**src/rtl/pipe_hazard_ctrl_if.sv**
```systemverilog
`default_nettype none
// ---------------------------------------------------------------------------
// pipe_hazard_ctrl_if: hazard inputs and pipeline-register controls. Rev 1.0
// ---------------------------------------------------------------------------
interface pipe_hazard_ctrl_if #(
  parameter int CNT_W = 32
);
  logic [4:0]       id_rs1;
  logic [4:0]       id_rs2;
  logic             id_use_rs1;
  logic             id_use_rs2;
  logic [4:0]       ex_rd;
  logic             ex_mem_read;
  logic             ex_branch_taken;
  logic             mem_req;
  logic             mem_ready;
  logic             pc_hold;
  logic             if_id_hold;
  logic             if_id_flush;
  logic             id_ex_hold;
  logic             id_ex_bubble;
  logic             ex_mem_hold;
  logic             mem_wb_bubble;
  logic [1:0]       state;
  logic             mem_err;
  logic [CNT_W-1:0] stall_cnt;
  logic [CNT_W-1:0] flush_cnt;

  modport master (
    output id_rs1, id_rs2, id_use_rs1, id_use_rs2, ex_rd, ex_mem_read,
           ex_branch_taken, mem_req, mem_ready,
    input  pc_hold, if_id_hold, if_id_flush, id_ex_hold, id_ex_bubble,
           ex_mem_hold, mem_wb_bubble, state, mem_err, stall_cnt, flush_cnt
  );

  modport slave (
    input  id_rs1, id_rs2, id_use_rs1, id_use_rs2, ex_rd, ex_mem_read,
           ex_branch_taken, mem_req, mem_ready,
    output pc_hold, if_id_hold, if_id_flush, id_ex_hold, id_ex_bubble,
           ex_mem_hold, mem_wb_bubble, state, mem_err, stall_cnt, flush_cnt
  );
endinterface
`default_nettype wire

```
**src/rtl/pipe_hazard_ctrl.sv**
```systemverilog
`default_nettype none
// ---------------------------------------------------------------------------
// pipe_hazard_ctrl: stall/flush control with memory-wait watchdog. Rev 1.0
// ---------------------------------------------------------------------------
module pipe_hazard_ctrl #(
  parameter int MEM_TIMEOUT = 16,
  parameter int CNT_W       = 32
) (
  input  wire logic         clk,
  input  wire logic         reset,
  pipe_hazard_ctrl_if.slave hz_io
);

  typedef enum logic [1:0] {
    RUN      = 2'b00,
    MEM_WAIT = 2'b01,
    ERR      = 2'b10
  } state_e;

  localparam logic [7:0]       c_timeout = 8'(MEM_TIMEOUT);
  localparam logic [CNT_W-1:0] c_cnt_one = CNT_W'(1);

  state_e           state_q;
  logic [7:0]       wcnt_q;
  logic             mem_err_q;
  logic [CNT_W-1:0] stall_cnt_q, stall_cnt_d;
  logic [CNT_W-1:0] flush_cnt_q, flush_cnt_d;

  logic mem_wait, halt, freeze, load_use, flush, lu_stall;
  logic stall_now, flush_now, freeze_now;

  assign mem_wait = (state_q != ERR) & hz_io.mem_req & ~hz_io.mem_ready;
  assign halt     = (state_q == ERR);
  assign freeze   = mem_wait | halt;
  assign load_use = hz_io.ex_mem_read & (hz_io.ex_rd != 5'd0) &
                    ((hz_io.id_use_rs1 & (hz_io.id_rs1 == hz_io.ex_rd)) |
                     (hz_io.id_use_rs2 & (hz_io.id_rs2 == hz_io.ex_rd)));
  // Freeze beats branch: EX is held, so the branch is re-presented next cycle.
  assign flush    = hz_io.ex_branch_taken & ~freeze;
  assign lu_stall = load_use & ~flush & ~freeze;

  assign stall_now  = ~reset & (freeze | lu_stall);
  assign flush_now  = ~reset & flush;
  assign freeze_now = ~reset & freeze;

  assign hz_io.pc_hold       = stall_now;
  assign hz_io.if_id_hold    = stall_now;
  assign hz_io.if_id_flush   = flush_now;
  assign hz_io.id_ex_hold    = freeze_now;
  assign hz_io.ex_mem_hold   = freeze_now;
  assign hz_io.mem_wb_bubble = freeze_now;
  assign hz_io.id_ex_bubble  = ~reset & (flush | lu_stall);
  assign hz_io.state         = state_q;
  assign hz_io.mem_err       = mem_err_q;
  assign hz_io.stall_cnt     = stall_cnt_q;
  assign hz_io.flush_cnt     = flush_cnt_q;

  always_ff @(posedge clk) begin
    if (reset) begin
      state_q   <= RUN;
      wcnt_q    <= 8'd0;
      mem_err_q <= 1'b0;
    end else begin
      case (state_q)
        RUN: begin
          if (mem_wait) begin
            wcnt_q  <= 8'd1;
            state_q <= MEM_WAIT;
          end
        end
        MEM_WAIT: begin
          if (!mem_wait) begin
            wcnt_q  <= 8'd0;
            state_q <= RUN;
          end else if (wcnt_q + 8'd1 == c_timeout) begin
            state_q   <= ERR;
            mem_err_q <= 1'b1;
          end else begin
            wcnt_q <= wcnt_q + 8'd1;
          end
        end
        ERR: begin
          state_q <= ERR;
        end
        default: begin
          wcnt_q  <= 8'd0;
          state_q <= RUN;
        end
      endcase
    end
  end

  always_comb begin
    stall_cnt_d = stall_cnt_q;
    flush_cnt_d = flush_cnt_q;
    if (stall_now && (stall_cnt_q != '1)) stall_cnt_d = stall_cnt_q + c_cnt_one;
    if (flush_now && (flush_cnt_q != '1)) flush_cnt_d = flush_cnt_q + c_cnt_one;
  end

  always_ff @(posedge clk) begin
    if (reset) begin
      stall_cnt_q <= '0;
      flush_cnt_q <= '0;
    end else begin
      stall_cnt_q <= stall_cnt_d;
      flush_cnt_q <= flush_cnt_d;
    end
  end

endmodule
`default_nettype wire

```
**src/flat_wrapper.sv**
```systemverilog
// flat-port wrapper written by rule: the top's interface ports become plain ports
module pipe_hazard_ctrl_flat 
#(
  parameter int MEM_TIMEOUT = 16,
  parameter int CNT_W       = 32
)
  (clk, reset, hz_io_id_rs1, hz_io_id_rs2, hz_io_id_use_rs1, hz_io_id_use_rs2, hz_io_ex_rd, hz_io_ex_mem_read, hz_io_ex_branch_taken, hz_io_mem_req, hz_io_mem_ready, hz_io_pc_hold, hz_io_if_id_hold, hz_io_if_id_flush, hz_io_id_ex_hold, hz_io_id_ex_bubble, hz_io_ex_mem_hold, hz_io_mem_wb_bubble, hz_io_state, hz_io_mem_err, hz_io_stall_cnt, hz_io_flush_cnt);
  pipe_hazard_ctrl_if #(.CNT_W(CNT_W)) hz_io_i ();
  input  wire logic clk;
  input  wire logic reset;
  input wire logic [$bits(hz_io_i.id_rs1)-1:0] hz_io_id_rs1;
  input wire logic [$bits(hz_io_i.id_rs2)-1:0] hz_io_id_rs2;
  input wire logic [$bits(hz_io_i.id_use_rs1)-1:0] hz_io_id_use_rs1;
  input wire logic [$bits(hz_io_i.id_use_rs2)-1:0] hz_io_id_use_rs2;
  input wire logic [$bits(hz_io_i.ex_rd)-1:0] hz_io_ex_rd;
  input wire logic [$bits(hz_io_i.ex_mem_read)-1:0] hz_io_ex_mem_read;
  input wire logic [$bits(hz_io_i.ex_branch_taken)-1:0] hz_io_ex_branch_taken;
  input wire logic [$bits(hz_io_i.mem_req)-1:0] hz_io_mem_req;
  input wire logic [$bits(hz_io_i.mem_ready)-1:0] hz_io_mem_ready;
  output wire logic [$bits(hz_io_i.pc_hold)-1:0] hz_io_pc_hold;
  output wire logic [$bits(hz_io_i.if_id_hold)-1:0] hz_io_if_id_hold;
  output wire logic [$bits(hz_io_i.if_id_flush)-1:0] hz_io_if_id_flush;
  output wire logic [$bits(hz_io_i.id_ex_hold)-1:0] hz_io_id_ex_hold;
  output wire logic [$bits(hz_io_i.id_ex_bubble)-1:0] hz_io_id_ex_bubble;
  output wire logic [$bits(hz_io_i.ex_mem_hold)-1:0] hz_io_ex_mem_hold;
  output wire logic [$bits(hz_io_i.mem_wb_bubble)-1:0] hz_io_mem_wb_bubble;
  output wire logic [$bits(hz_io_i.state)-1:0] hz_io_state;
  output wire logic [$bits(hz_io_i.mem_err)-1:0] hz_io_mem_err;
  output wire logic [$bits(hz_io_i.stall_cnt)-1:0] hz_io_stall_cnt;
  output wire logic [$bits(hz_io_i.flush_cnt)-1:0] hz_io_flush_cnt;
  assign hz_io_i.id_rs1 = hz_io_id_rs1;
  assign hz_io_i.id_rs2 = hz_io_id_rs2;
  assign hz_io_i.id_use_rs1 = hz_io_id_use_rs1;
  assign hz_io_i.id_use_rs2 = hz_io_id_use_rs2;
  assign hz_io_i.ex_rd = hz_io_ex_rd;
  assign hz_io_i.ex_mem_read = hz_io_ex_mem_read;
  assign hz_io_i.ex_branch_taken = hz_io_ex_branch_taken;
  assign hz_io_i.mem_req = hz_io_mem_req;
  assign hz_io_i.mem_ready = hz_io_mem_ready;
  assign hz_io_pc_hold = hz_io_i.pc_hold;
  assign hz_io_if_id_hold = hz_io_i.if_id_hold;
  assign hz_io_if_id_flush = hz_io_i.if_id_flush;
  assign hz_io_id_ex_hold = hz_io_i.id_ex_hold;
  assign hz_io_id_ex_bubble = hz_io_i.id_ex_bubble;
  assign hz_io_ex_mem_hold = hz_io_i.ex_mem_hold;
  assign hz_io_mem_wb_bubble = hz_io_i.mem_wb_bubble;
  assign hz_io_state = hz_io_i.state;
  assign hz_io_mem_err = hz_io_i.mem_err;
  assign hz_io_stall_cnt = hz_io_i.stall_cnt;
  assign hz_io_flush_cnt = hz_io_i.flush_cnt;
  pipe_hazard_ctrl #(.MEM_TIMEOUT(MEM_TIMEOUT), .CNT_W(CNT_W)) u_core (.clk(clk), .reset(reset), .hz_io(hz_io_i));
endmodule
```
**config.mk**
```make
export PLATFORM = sky130hd
export DESIGN_NAME = pipe_hazard_ctrl_flat
export DESIGN_NICKNAME = d
export VERILOG_FILES = /design/src/rtl/pipe_hazard_ctrl_if.sv /design/src/rtl/pipe_hazard_ctrl.sv /design/src/flat_wrapper.sv
export SDC_FILE = /design/constraint.sdc
export NUM_CORES = 1
export LEC_CHECK = 0
export BUFFER_PORTS_ARGS = -buffer_cell sky130_fd_sc_hd__buf_2
export CORE_MARGIN = 5
export CORE_UTILIZATION = 55
export CTS_BUF_LIST = sky130_fd_sc_hd__clkbuf_4 sky130_fd_sc_hd__clkbuf_8
export DETAILED_ROUTE_END_ITERATION = 10
export HOLD_SLACK_MARGIN = 0.03
export PLACE_DENSITY = 0.83
export SLEW_MARGIN = 20
export SYNTH_ARGS = -nofsm -noshare
export SYNTH_HDL_FRONTEND = slang
export SYNTH_SLANG_ARGS = --single-unit
export TNS_END_PERCENT = 5
```
**constraint.sdc**
```tcl
create_clock -name clk -period 2.4 [get_ports clk]
set_input_delay 0.24 -clock clk [delete_from_list [all_inputs] [get_ports clk]]
set_output_delay 0.24 -clock clk [all_outputs]
set_load 0.005 [all_outputs]
```
# --- Word level (Yosys, flattened, before mapping) ---
# Index checks and enable logic that the tools add are counted.
word_totals:
  input_bits: 23
  reg_bits: 75
op_classes:
  addsub: 3
  n_bitwise: 22
  n_mux: 8
  n_reduce_logical: 7
  eq_ne: 11
ops:
  columns: ["op", "count"]
  rows:
  - ["$add A32 B1 Y32 const B", 2]
  - ["$ne A32 B32 Y1 const B", 2]
  - ["$mux W8", 3]
  - ["$pmux W8 S3", 1]
  - ["$and A1 B1 Y1", 13]
  - ["$eq A5 B5 Y1", 2]
  - ["$add A8 B1 Y8 const B", 1]
  - ["$eq A8 B5 Y1 const B", 1]
  - ["$mux W2", 3]
  - ["$ne A3 B3 Y1 const B", 2]
  - ["$pmux W2 S3", 1]
  - ["$reduce_and A3 Y1", 2]
  - ["$not A1 Y1", 5]
  - ["$reduce_bool A5 Y1", 1]
  - ["$or A1 B1 Y1", 4]
  - ["$eq A2 B1 Y1 const B", 1]
  - ["$eq A2 B2 Y1 const B", 1]
  - ["$logic_and A1 B1 Y1", 2]
  - ["$logic_not A2 Y1", 1]
  - ["$ne A2 B1 Y1 const B", 1]
  - ["$ne A2 B2 Y1 const B", 1]
  - ["$reduce_and A2 Y1", 1]

# --- Longest topological paths before layout ---
depth:
  word_depth: 12
  depth_mapped: 10

# --- Worst setup path before layout ---
# Ideal clock, no wire load.
synth_path:
  path_type: "reg2reg"
  from: "register u_core.wcnt_q[0]"
  to: "register u_core.wcnt_q[1]"
  t_arrival_ps: 2041
  setup_slack_ps: 232
  setup_time_ps: 128
  stages_incl_launch_ff: 8
  required_time_ps: 2272
  path_buffers: 0
  period_less_slack_ps: 2168
  path_cell_list: "dfxtp_1 ha_1 nand2_1 or4_1 a21oi_1 mux2_2 a21oi_1 nor2_1"
synth_between:
  elab_chain_cells: 4
  elab_cells_between_ends: 7
  classes_between: "add/sub: 1; eq/ne: 2; mux: 3; reduce/logical: 1"
synth_rtl:
  columns: ["item", "line", "rtl"]
  rows:
  - ["start: declaration", "pipe_hazard_ctrl.sv:24", "logic [7:0] wcnt_q;"]
  - ["start signal: assignment", "pipe_hazard_ctrl.sv:79", "wcnt_q <= wcnt_q + 8'd1;"]
  - ["$add A8 B1 Y8 (*)", "pipe_hazard_ctrl.sv:75, pipe_hazard_ctrl.sv:79", null]
  - ["$eq A8 B5 Y1 / $mux W8 (equally long branches)", "pipe_hazard_ctrl.sv:75", "end else if (wcnt_q + 8'd1 == c_timeout) begin"]
  - ["$ne A3 B3 Y1 (no line) / $mux W8 (equally long branches)", null, null]
  - ["$reduce_and A3 Y1 (no line) / $pmux W8 S3 (equally long branches)", null, null]
# Every way passes the cells marked *; elsewhere a longest branch is shown, timed or not. The select of a mux whose other input is x is not followed.
# A chain may end at the register's enable or synchronous reset.

# --- Worst setup path after layout ---
layout_path:
  from: "register u_core.state_q[1] (netlist: u_core.hz_io.state[1])"
  to: "register u_core.stall_cnt_q[23] (netlist: u_core.hz_io.stall_cnt[23])"
layout_between:
  elab_chain_cells: 12
  elab_cells_between_ends: 13
  classes_between: "eq/ne: 2; bitwise: 10; reduce/logical: 1"
layout_rtl:
  columns: ["item", "line", "rtl"]
  rows:
  - ["start: declaration", "pipe_hazard_ctrl.sv:23", "state_e state_q;"]
  - ["start signal: assignment", "pipe_hazard_ctrl.sv:60", "state_q <= RUN;"]
  - ["start signal: assignment", "pipe_hazard_ctrl.sv:68", "state_q <= MEM_WAIT;"]
  - ["start signal: assignment", "pipe_hazard_ctrl.sv:74", "state_q <= RUN;"]
  - ["$ne A2 B2 Y1", "pipe_hazard_ctrl.sv:32", "assign mem_wait = (state_q != ERR) & hz_io.mem_req & ~hz_io.mem_ready;"]
  - ["$and A1 B1 Y1 (2 in a row)", "pipe_hazard_ctrl.sv:32", null]
  - ["$or A1 B1 Y1 (*)", "pipe_hazard_ctrl.sv:34", "assign freeze = mem_wait | halt;"]
  - ["$not A1 Y1", "pipe_hazard_ctrl.sv:39, pipe_hazard_ctrl.sv:40", null]
  - ["$and A1 B1 Y1", "pipe_hazard_ctrl.sv:39", "assign flush = hz_io.ex_branch_taken & ~freeze;"]
  - ["$not A1 Y1", "pipe_hazard_ctrl.sv:40", "assign lu_stall = load_use & ~flush & ~freeze;"]
  - ["$and A1 B1 Y1 (2 in a row)", "pipe_hazard_ctrl.sv:40", null]
  - ["$or A1 B1 Y1 (*)", "pipe_hazard_ctrl.sv:42", "assign stall_now = ~reset & (freeze | lu_stall);"]
  - ["$and A1 B1 Y1 (*)", "pipe_hazard_ctrl.sv:42", null]
  - ["$logic_and A1 B1 Y1 (*)", "pipe_hazard_ctrl.sv:96", "if (stall_now && (stall_cnt_q != '1)) stall_cnt_d = stall_cnt_q + c_cnt_one;"]
  - ["end signal: assignment", "pipe_hazard_ctrl.sv:105", "stall_cnt_q <= stall_cnt_d;"]
  - ["end: declaration", "pipe_hazard_ctrl.sv:26", "logic [CNT_W-1:0] stall_cnt_q, stall_cnt_d;"]
# Every way passes the cells marked *; elsewhere a longest branch is shown, timed or not.

==> run_results.csv <==
group,metric,value,unit
placement,gp_congestion,0.847,
synthesis,yosys_register_bits,75,
synthesis,synth-edff-count,0,
synthesis,synth.yosys.warnings,0,
cts,clk_pin_slew,0.08,ns
synthesis,synthFlopType,"dfxtp_1",
cts,cts.sinks,75,
route,drt_wl_total,10400,um
route,vias_per_cell,5.99,
layout,final_cell_mix,"96 x buf_2, 75 x dfxtp_1, 58 x nor2_1, 33 x nand2_1, 30 x nand4_1",
floorplan,pin_count,97,
layout,drive_above_1_share,24.4,%
layout,nets,602,
global_routing,first_global_vias,3743,
cts,numCtsBuffers,9,
synthesis,synth_top_cell_by_area,"dfxtp_1",
placement,dp.cells,661,
timing,slew_headroom,64.4,%
synthesis,ys_seq_area_share,38.2,%
floorplan,core-area,0.00687,sq mm
route,vias,4057,
timing,finalClockSkew,0.0134,ns
worst_setup_path,worstPathArrival,2.47,ns
timing,min_period,2.23,ns
synthesis,yosysUniqueCellTypes,51,
cts,cts_hold_buf,0,
layout,synthToLayoutAreaGrowth,23.7,%
synthesis,synth_top_area_share,38.2,%
layout,finalNonFillerCells,677,
worst_setup_path,critical_path_class,"register to register",
worst_setup_path,crit_required,2.63,ns
floorplan,rows,30,
timing,slew_violations,0,
min_path,hold_start,"reset",
cts,clockBufferDepth,2,
worst_setup_path,critPathCaptureType,"register",
route,dr.pass1.iters,5,
worst_setup_path,crit_path_max_fanout,58,
status,status,"complete, no violations",
power_and_ir_drop,ir_drop,0.309,mV
global_routing,grt_pass1_wl,17400,um
timing,worst_pin_slew,0.533,ns
layout,final_util,70.7,%
timing,finalSetupTns,0,ns
power_and_ir_drop,powerDensity,554,mW/mm^2
route,wire_per_inst,15.3,um
worst_setup_path,reg2reg_slack,0.17,ns
floorplan,initial_core_util,57.2,%
timing,rsz0062_at_grt,"no",
cts,cts_root_buf,"clkbuf_8",
placement,io_buffers,96,
min_path,whs_endpoint,"u_core.hz_io.flush_cnt[7]",
route,drt_iter0_markers,287,
floorplan,die_h,94.5,um
worst_setup_path,r2r_end,"u_core.hz_io.stall_cnt[23]",
global_routing,grt_max_degree,59,
synthesis,syn_avg_cell_area,8.25,sq um
global_routing,gr-total-overflow,0,
route,drc,0,
min_path,hold_path_class,"primary input to register",
cts,cts_max_level,3,
synthesis,netlist_top_cells_area,"dfxtp_1 38%, nor2_1 5.6%, nand4_1 4.8%, xnor2_1 4.7%, xor2_1 4.0%",
placement,post-dp-hpwl,7450,um
job,drv_cap,0,
worst_setup_path,rr_startpoint,"u_core.hz_io.state[1]",
synthesis,synthArstFlopShare,0,%
worst_setup_path,r2r_cells,7,
global_routing,gr-usage-all-layers,24.1,%
timing,max_freq,448,MHz
synthesis,synthesis.nets,502,
floorplan,dieArea,0.00893,sq mm
cts,clock_latency,0.36,ns
timing,min_period_over_period,93.0,%
layout,n_antenna_cell,0,
worst_setup_path,critPathLaunchType,"register",
synthesis,synth_area,0.00393,sq mm
global_routing,antenna_found_initial,0,
layout,layout_commonest_cell,"buf_2",
timing,setup_viol,0,
cts,cts_tree,"built",
route,drtAntennaViolNets,0,
synthesis,syn_inst,476,
min_path,hold-path-cell-count,2,
floorplan,die_w,94.5,um
timing,finalHoldViolCount,0,
power_and_ir_drop,p_leak,0.00195,uW
==> metal layers <==
layer	up-vias	global-route usage, %	part of all wire, %
met5	-	0	0
met4	0	10.3	1.6
met3	14	6.37	8.0
met2	156	39.5	48
met1	1922	29.7	42
li1	1965	-	-
==> critical path, stage by stage (launching register included) <==
cell and delay [ns]:
dfxtp_1 0.40, nand2b_4 0.08, and2_4 0.18, a2111oi_4 0.43, a21oi_4 0.10, buf_12 0.20, nor4_1 0.36, mux2_1 0.35
==> synthesized netlist by cell type (5+ instances only) <==
master / count
a21oi_1: 28
and3_1: 18
buf_2: 8
clkbuf_1: 12
dfxtp_1: 75
inv_1: 5
mux2i_1: 5
nand2_1: 33
nand3_1: 29
nand4_1: 30
nand4b_1: 5
nor2_1: 59
nor3_1: 12
nor4_1: 8
o21ai_0: 19
o311ai_1: 6
o31ai_1: 7
o41ai_1: 5
or3_1: 13
or4_1: 9
xnor2_1: 21
xor2_1: 18
==> repair_timing <==
action | CTS | global route
endpoints found under the setup margin | 0 | 5
resized for setup | 0 | 3
setup buffers | 0 | 0
==> how the worst max path moves through the flow <==
stage          cells past startpoint                      start                         end
2_1_floorplan                      7           u_core.wcnt_q[0]            u_core.wcnt_q[1]
3_3_place_gp                       8            hz_io_mem_ready  u_core.hz_io.stall_cnt[29]
3_5_place_dp                       8            hz_io_mem_ready  u_core.hz_io.stall_cnt[29]
5_1_grt                            9  u_core.hz_io.stall_cnt[1]  u_core.hz_io.stall_cnt[15]
6_report                           7      u_core.hz_io.state[1]  u_core.hz_io.stall_cnt[23]
4_1_cts                            7      u_core.hz_io.state[1]  u_core.hz_io.stall_cnt[29]
==> state kept, by name (all words and copies together), names as in the netlist <==
register / count
u_core.hz_io.state: 2
u_core.hz_io.stall_cnt: 32
u_core.wcnt_q: 8
u_core.hz_io.mem_err: 1
u_core.hz_io.flush_cnt: 32
==> where the power goes <==
group	total (uW)	internal [uW]	switching, uW	leakage [uW]
clock	1290	811	482	0.000134
sequential	1260	1250	8.12	0.000605
combinational	140	58.8	81.5	0.00121
==> per-stage QoR <==
stage / setup slack, ns / hold WS (ns) / cell area, sq um / total power (uW)
final: 0.168 / 0.197 / 4860 / 2690
after global routing: 0.00706 / 0.190 / 4860 / 2780
after CTS: 0.0995 / 0.181 / 4840 / 2720
after detailed placement: 0.0655 / 0.472 / 4570 / 1430
after global placement: 0.227 / 0.463 / 4570 / 1420
after floorplan: 0.232 / 0.458 / 3930 / 1370
==> cells by family (layout without fill, tap and decap cells) <==
| family | after synthesis | in the layout | synth area share, % |
|---|---|---|---|
| compound gates | 82 | 82 | 13.7 |
| xor+xnor | 39 | 39 | 8.70 |
| fa+ha+maj | 3 | 3 | 0.956 |
| buf+inv | 29 | 134 | 3.41 |
| flops | 75 | 75 | 38.2 |
| mux | 9 | 9 | 2.42 |
| simple gates | 239 | 239 | 32.6 |
==> cell type report <==
type,count,area (sq um)
multi-input combinational,372,2310
timing repair buffer,113,633
clock inverter,6,138
inverter,5,18.8
fill,562,2010
clock buffer,10,131
sequential,75,1500
tap,96,120
Power figures use the tool's default switching activity.
